[config.mk]
export PLATFORM = sky130hd
export DESIGN_NAME = div_clk_prog
export DESIGN_NICKNAME = d
export VERILOG_FILES = /design/src/rtl/div_clk_prog.sv
export SDC_FILE = /design/constraint.sdc
export NUM_CORES = 1
export LEC_CHECK = 0
export BUFFER_PORTS_ARGS = -buffer_cell sky130_fd_sc_hd__buf_4
export CAP_MARGIN = 20
export CORE_ASPECT_RATIO = 2
export CORE_UTILIZATION = 35
export CTS_CLUSTER_SIZE = 10
export DETAILED_ROUTE_END_ITERATION = 16
export GPL_TIMING_DRIVEN = 0
export HOLD_SLACK_MARGIN = 0.15
export PLACE_DENSITY = 0.62
export SLEW_MARGIN = 20
export SYNTH_ARGS = -nofsm -noshare
export SYNTH_HDL_FRONTEND = slang
export SYNTH_SLANG_ARGS = --single-unit
[constraint.sdc]
create_clock -name sclk -period 2.6 [get_ports sclk]
set_input_delay 0.78 -clock sclk [delete_from_list [all_inputs] [get_ports sclk]]
set_output_delay 0.78 -clock sclk [all_outputs]
set_load 0.03 [all_outputs]
[src/rtl/div_clk_prog.sv]
// div_clk_prog
// Runtime-programmable clock divider. Produces a divided waveform with a
// programmable period and high-time, a one-cycle tick at each period start
// and a one-cycle load acknowledge. New settings are held in a shadow copy
// and only take effect at a period boundary, so a retune never cuts a
// period short.
//
// Ports
//   sclk        in   system clock, rising edge
//   rst_n       in   asynchronous active-low reset
//   en          in   run enable; when low the counter is held at 0 and the
//                    outputs are low
//   load        in   one-cycle request to capture div_val / high_val
//   div_val     in   requested period in sclk cycles
//   high_val    in   requested high-time in sclk cycles
//   po_div_clk  out  divided clock, registered
//   po_tick     out  one-cycle pulse at each period start, registered
//   load_ack    out  one-cycle pulse, new settings active, registered
module div_clk_prog #(
    parameter int CNT_W        = 16,
    parameter int DEFAULT_DIV  = 4,
    parameter int DEFAULT_HIGH = 2
) (
    input  logic             sclk,
    input  logic             rst_n,
    input  logic             en,
    input  logic             load,
    input  logic [CNT_W-1:0] div_val,
    input  logic [CNT_W-1:0] high_val,
    output logic             po_div_clk,
    output logic             po_tick,
    output logic             load_ack
);

    localparam logic [CNT_W-1:0] DIV_RST  = CNT_W'(DEFAULT_DIV);
    localparam logic [CNT_W-1:0] HIGH_RST = CNT_W'(DEFAULT_HIGH);
    localparam logic [CNT_W-1:0] ONE      = CNT_W'(1);
    localparam logic [CNT_W-1:0] TWO      = CNT_W'(2);

    logic [CNT_W-1:0] cnt_q, cnt_d;
    logic [CNT_W-1:0] per_a_q, per_a_d;
    logic [CNT_W-1:0] high_a_q, high_a_d;
    logic [CNT_W-1:0] per_s_q, per_s_d;
    logic [CNT_W-1:0] high_s_q, high_s_d;
    logic             pend_q, pend_d;
    logic             apply_q, apply_d;
    logic             div_clk_q, div_clk_d;
    logic             tick_q, tick_d;
    logic             ack_q, ack_d;

    logic [CNT_W-1:0] san_per;
    logic [CNT_W-1:0] san_high;
    logic             wrap;

    // Clamp requests so the active settings always describe a legal
    // waveform: period >= 2 and 1 <= high < period.
    always_comb begin
        san_per  = (div_val < TWO) ? TWO : div_val;
        san_high = (high_val == '0) ? ONE : high_val;
        if (san_high >= san_per) begin
            san_high = san_per - ONE;
        end
    end

    assign wrap = (cnt_q == per_a_q - ONE);

    always_comb begin
        cnt_d     = cnt_q;
        per_a_d   = per_a_q;
        high_a_d  = high_a_q;
        per_s_d   = per_s_q;
        high_s_d  = high_s_q;
        pend_d    = pend_q;
        apply_d   = 1'b0;
        div_clk_d = 1'b0;
        tick_d    = 1'b0;

        if (en) begin
            div_clk_d = (cnt_q < high_a_q);
            tick_d    = (cnt_q == '0);
            if (wrap) begin
                cnt_d = '0;
                if (load) begin
                    // A load landing on the boundary goes straight to active.
                    per_a_d  = san_per;
                    high_a_d = san_high;
                    per_s_d  = san_per;
                    high_s_d = san_high;
                    pend_d   = 1'b0;
                    apply_d  = 1'b1;
                end else if (pend_q) begin
                    per_a_d  = per_s_q;
                    high_a_d = high_s_q;
                    pend_d   = 1'b0;
                    apply_d  = 1'b1;
                end
            end else begin
                cnt_d = cnt_q + ONE;
                if (load) begin
                    per_s_d  = san_per;
                    high_s_d = san_high;
                    pend_d   = 1'b1;
                end
            end
        end else begin
            cnt_d = '0;
            // While stopped there is no boundary to wait for: a pending
            // setting goes active on the next edge without a fresh load.
            if (load) begin
                per_s_d  = san_per;
                high_s_d = san_high;
                pend_d   = 1'b1;
            end else if (pend_q) begin
                per_a_d  = per_s_q;
                high_a_d = high_s_q;
                pend_d   = 1'b0;
                apply_d  = 1'b1;
            end
        end
    end

    // The acknowledge is delayed one edge past the application so it lines
    // up with the first tick of the new period.
    assign ack_d = apply_q;

    always_ff @(posedge sclk or negedge rst_n) begin
        if (!rst_n) begin
            cnt_q     <= '0;
            per_a_q   <= DIV_RST;
            high_a_q  <= HIGH_RST;
            per_s_q   <= DIV_RST;
            high_s_q  <= HIGH_RST;
            pend_q    <= 1'b0;
            apply_q   <= 1'b0;
            div_clk_q <= 1'b0;
            tick_q    <= 1'b0;
            ack_q     <= 1'b0;
        end else begin
            cnt_q     <= cnt_d;
            per_a_q   <= per_a_d;
            high_a_q  <= high_a_d;
            per_s_q   <= per_s_d;
            high_s_q  <= high_s_d;
            pend_q    <= pend_d;
            apply_q   <= apply_d;
            div_clk_q <= div_clk_d;
            tick_q    <= tick_d;
            ack_q     <= ack_d;
        end
    end

    assign po_div_clk = div_clk_q;
    assign po_tick    = tick_q;
    assign load_ack   = ack_q;

endmodule

* Yosys cells after proc, flatten, opt, wreduce, memory -nomap -nowiden *
Cells that the tools add are included.

word-level totals
  bits of input ports = 36
  word-level logic and storage cells = 49
  output and inout port bits = 3
  register bits = 85

operators by class
  add/subtract/negate cells = 3
  equal/unequal tests = 4
  muxes and demuxes = 26
  reductions and logical operators = 3
  $lt $le $gt $ge = 3

operators with widths
  cell                                                                           number
  16-bit 2-to-1 mux                                                              15
  16-bit zero test                                                               2
  16-bit by 1-bit subtractor with 16-bit output, second input constant           2
  16-bit by 1-bit adder with 16-bit output, second input constant                1
  16-bit == test                                                                 1
  16-bit >= comparator                                                           1
  16-bit less-than comparator                                                    1
  16-bit by 2-bit less-than comparator with 1-bit output, second input constant  1
  1-bit 2-to-1 mux                                                               11
  3-bit by 1-bit inequality test with 1-bit output, second input constant        1
  2-bit by 1-bit inequality test with 1-bit output, second input constant        1
  2-bit inequality test, second input constant                                   1
  2-bit AND reduction                                                            1

* Longest topological paths before layout *
  depth after elaboration = 7
  depth in mapped cells = 14

* Worst setup path before layout *
OpenSTA, ideal clock, no wires.

  kind = input-to-reg
  start = input port div_val[5]
  end = register high_a_q[14]
  arrival time = 3.924 ns
  setup time = 0.094 ns
  cell stages on the path = 14
  path buffers = 2
  setup slack = -1.418 ns
  cell sequence = clkbuf_1 nor4_1 nand4_1 nor4_1 nor2b_1 ha_1 nand2b_1 a21oi_1 o21ai_0 a22oi_1 nand2_1 clkbuf_1 mux2i_1 a211oi_1

between the ends
  longest elaborated chain between the ends = 7
  elaborated cells on any way between the ends = 8
  classes of those cells = 1 x add/sub; 2 x order compare; 5 x mux

RTL lines
  what                                                                                   RTL line  source
  start: declaration                                                                     28        input logic [CNT_W-1:0] div_val,
  16-bit by 2-bit less-than comparator with 1-bit output *                               58        san_per = (div_val < TWO) ? TWO : div_val;
  16-bit 2-to-1 mux *                                                                    58
  named net san_per[0]                                                                   51        logic [CNT_W-1:0] san_per;
  16-bit by 1-bit subtractor with 16-bit output or 16-bit >= comparator (tied branches)  61, 60
  16-bit 2-to-1 mux *                                                                    60        if (san_high >= san_per) begin
  16-bit 2-to-1 mux *                                                                    83        if (load) begin
  16-bit 2-to-1 mux *                                                                    81        if (wrap) begin
  16-bit 2-to-1 mux *                                                                    78        if (en) begin
  end signal: assignment                                                                 141       high_a_q <= high_a_d;
  end: declaration                                                                       42        logic [CNT_W-1:0] high_a_q, high_a_d;

Mark *: on every way through the listed nets, which the timed path passes. The rest lies on a longest branch. The select of a mux whose other input is x is not followed.
A chain may end at the register's enable or synchronous reset.

* Final worst setup path *
  start = input port div_val[6]
  end = register high_a_q[12]

The elaborated chain is that of the path after synthesis.

==> impl_metrics.json <==
{
  "status": "complete, but fails checks",
  "violations": "negative setup slack",
  "grtUsageMet1": 0.2071,
  "dieArea_um2": 16390,
  "finalPower_mw": 4.041,
  "wirelength_um": 17900,
  "hold-worst-slack_ps": 348.6,
  "maxSlewHeadroom": 0.4729,
  "clockRootBuffer": "clkbuf_16",
  "layout_setup_ws_ps": -587.6,
  "cp-end-kind": "flop",
  "num_vias": 4960,
  "antenna_cells": 0,
  "met2_usage": 0.4273,
  "antenna_found_initial": 0,
  "viasPerCell": 5.624,
  "path_clk_slew_ps": 60,
  "cellPowerDensity_nw_per_um2": 537.2,
  "fmax_mhz": 313.7,
  "yosysWarnings": 0,
  "min_path_type": "flop to flop",
  "clock_path_buffers": 2,
  "worstSetupPathType": "primary input to flop",
  "cp-start-kind": "primary input",
  "grt_usage": 0.2282,
  "ir_drop_mv": 0.4008,
  "grt_start_max_net_pins": 86,
  "drv_cap": 0,
  "synth_cells": 589,
  "rows": 64,
  "slew_viol_final": 0,
  "area_growth_pct": 35.62,
  "finClkSkew_ps": 14.16,
  "syn_area_um2": 5547,
  "syn_area_per_cell_um2": 9.417,
  "first_global_vias": 5446,
  "die_w_um": 91.02,
  "fillerInstances": 1387,
  "yosysUniqueCellTypes": 57,
  "hold_viol": 0,
  "dr.pass1.iters": 4,
  "grt_util_met3": 0.02405,
  "synth-seq-cells": 85,
  "drive_above_1_share": 0.3216,
  "die_y_um": 180.0,
  "grt_overflow_total": 0,
  "holdBufCountCts": 0,
  "cts_tree": "built",
  "post-route-period-util": 1.226,
  "finalCriticalPeriod_ps": 3188,
  "cp.arrival_ps": 3430,
  "insertion_delay_ps": 340,
  "drt-wirelength-per-cell_um": 20.29,
  "cp_max_fo": 4,
  "numPortBuffers": 36,
  "top_usage_layer": "met2",
  "ys.flop_type": "dfrtp_1",
  "p_leak_nw": 3.175,
  "routabilityCongestion": 0.9341,
  "synth_async_sr_flop_share": 1.000,
  "num-nets-final": 750,
  "dp_cells": 823,
  "cts_buffers": 9,
  "drcViolationCount": 0,
  "drtIter0Drc": 314,
  "finalSetupTns_ps": -26110,
  "setup_viol": 65,
  "yosysSeqAreaShare": 0.3844,
  "core_area_um2": 15370,
  "numClockSinks": 85,
  "initial_core_util": 0.3608,
  "rsz0062_at_grt": "yes",
  "ant_nets": 0,
  "grt_pass1_wl_um": 28800,
  "syn_nets": 660,
  "ioPinCount": 39,
  "cp.required_ps": 2840,
  "worstMarginPinSlew_ps": 790.6,
  "synth-edff-count": 0,
  "htree_levels": 3,
  "dp_hpwl_um": 13150,
  "final_cells": 882
}
area by class of cell:
cell class	count	area, um2	share of cell area
tap	198	247.7	0.03293
multi-input combinational	421	3654	0.4857
buffer	43	272.8	0.03626
sequential	85	2133	0.2836
inverter	39	158.9	0.02112
clock inverter	2	35.03	0.004657
timing repair buffer	80	757.0	0.1006
clock buffer	14	264.0	0.03510
per-layer routing:
| layer | share of wire | routed length, um | up-vias |
|---|---|---|---|
| met2 | 0.55 | 9782 | 161 |
| li1 | - | - | 2299 |
| met5 | 0 | 0 | - |
| met1 | 0.33 | 5925 | 2414 |
| met3 | 0.023 | 416 | 86 |
| met4 | 0.099 | 1774 | 0 |
kinds of logic (layout without fill, tap and decap cells):
group | after synthesis | in the layout | share of synthesized area
buffers and inverters | 83 | 178 | 0.06429
muxes | 32 | 32 | 0.06158
DFF | 85 | 85 | 0.3844
and+or+nand+nor | 179 | 179 | 0.1780
AOI/OAI and AO/OA | 129 | 129 | 0.1602
xor gates and xnor gates | 46 | 46 | 0.07264
adders and majority gates | 35 | 35 | 0.07895
path summary, 6_finish.rpt:
kind | startpoint | endpoint | slack (ps) | cells after the start
min in group asynchronous | rst_n | cnt_q[12] | 490 | 1
worst min register to register | ack_d | load_ack | 350 | 0
worst max-delay path | div_val[6] | high_a_q[12] | -590 | 15
worst max register to register | per_a_q[1] | high_a_q[13] | -420 | 11
max in group asynchronous | rst_n | load_ack | 1550 | 1
worst min-delay path | ack_d | load_ack | 350 | 0
cells in the mapped netlist (all sizes together) (16+ instances only):
| master | instances | share of area |
|---|---|---|
| mux2 | 17 | 0.035 |
| nand3 | 17 | 0.015 |
| o21ai | 35 | 0.032 |
| clkbuf | 34 | 0.023 |
| a21oi | 21 | 0.019 |
| nor2 | 35 | 0.024 |
| ha | 35 | 0.079 |
| xnor2 | 29 | 0.046 |
| dfrtp | 81 | 0.37 |
| xor2 | 17 | 0.027 |
| nand2 | 33 | 0.024 |
| nand3b | 16 | 0.022 |
| inv | 39 | 0.026 |
through the flow:
step | util | instance area [um2] | worst slack (ps)
final | 0.4893 | 7522 | -587.6
after global routing | 0.4893 | 7522 | -701.9
after CTS | 0.4720 | 7257 | -586.0
after detailed placement | 0.4023 | 6186 | -1618
after global placement | 0.4023 | 6186 | -1558
after floorplan | - | 5668 | -797.8
critical path, cell delays in order:
cell      delay [ps]
buf_12           110
nor4_4           290
nand4_1          200
nor4_4           240
buf_4            180
nor2b_4           70
buf_4            130
buf_4            150
inv_1             70
ha_2             250
nand3_2          170
nor4_4           220
xnor2_1          210
mux2i_4          130
a211oi_1         220
cell usage in the layout, fill, tap and decap left out, types with 11 or more instances in the layout:
master	instances
nand2_1	31
inv_1	36
xor2_1	17
nand3_1	16
nor2_2	15
ha_1	31
o21ai_0	17
nand3b_1	16
xnor2_1	28
nor2_1	17
dfrtp_1	80
buf_6	17
buf_4	56
mux2_2	16
a21oi_1	18
clkbuf_16	11
o21ai_1	13
a2bb2oi_2	15
and3_1	13
clkbuf_1	35
state kept, by name (all words and copies together) (netlist names), 16 cells and up:
name / cells
per_a_q: 16
per_s_q: 16
high_a_q: 16
cnt_q: 16
high_s_q: 16
power by group:
group / internal, mW / switching, mW
clock: 0.797 / 0.511
sequential: 1.49 / 0.138
combinational: 0.554 / 0.552
repair_timing:
item | in CTS | in global routing
endpoints found under the setup margin | 66 | 66
pin swaps | 19 | 29
gates resized for setup | 86 | 59
gates cloned | 5 | 0
setup buffers | 32 | 13
(Power assumes the default switching activity.)
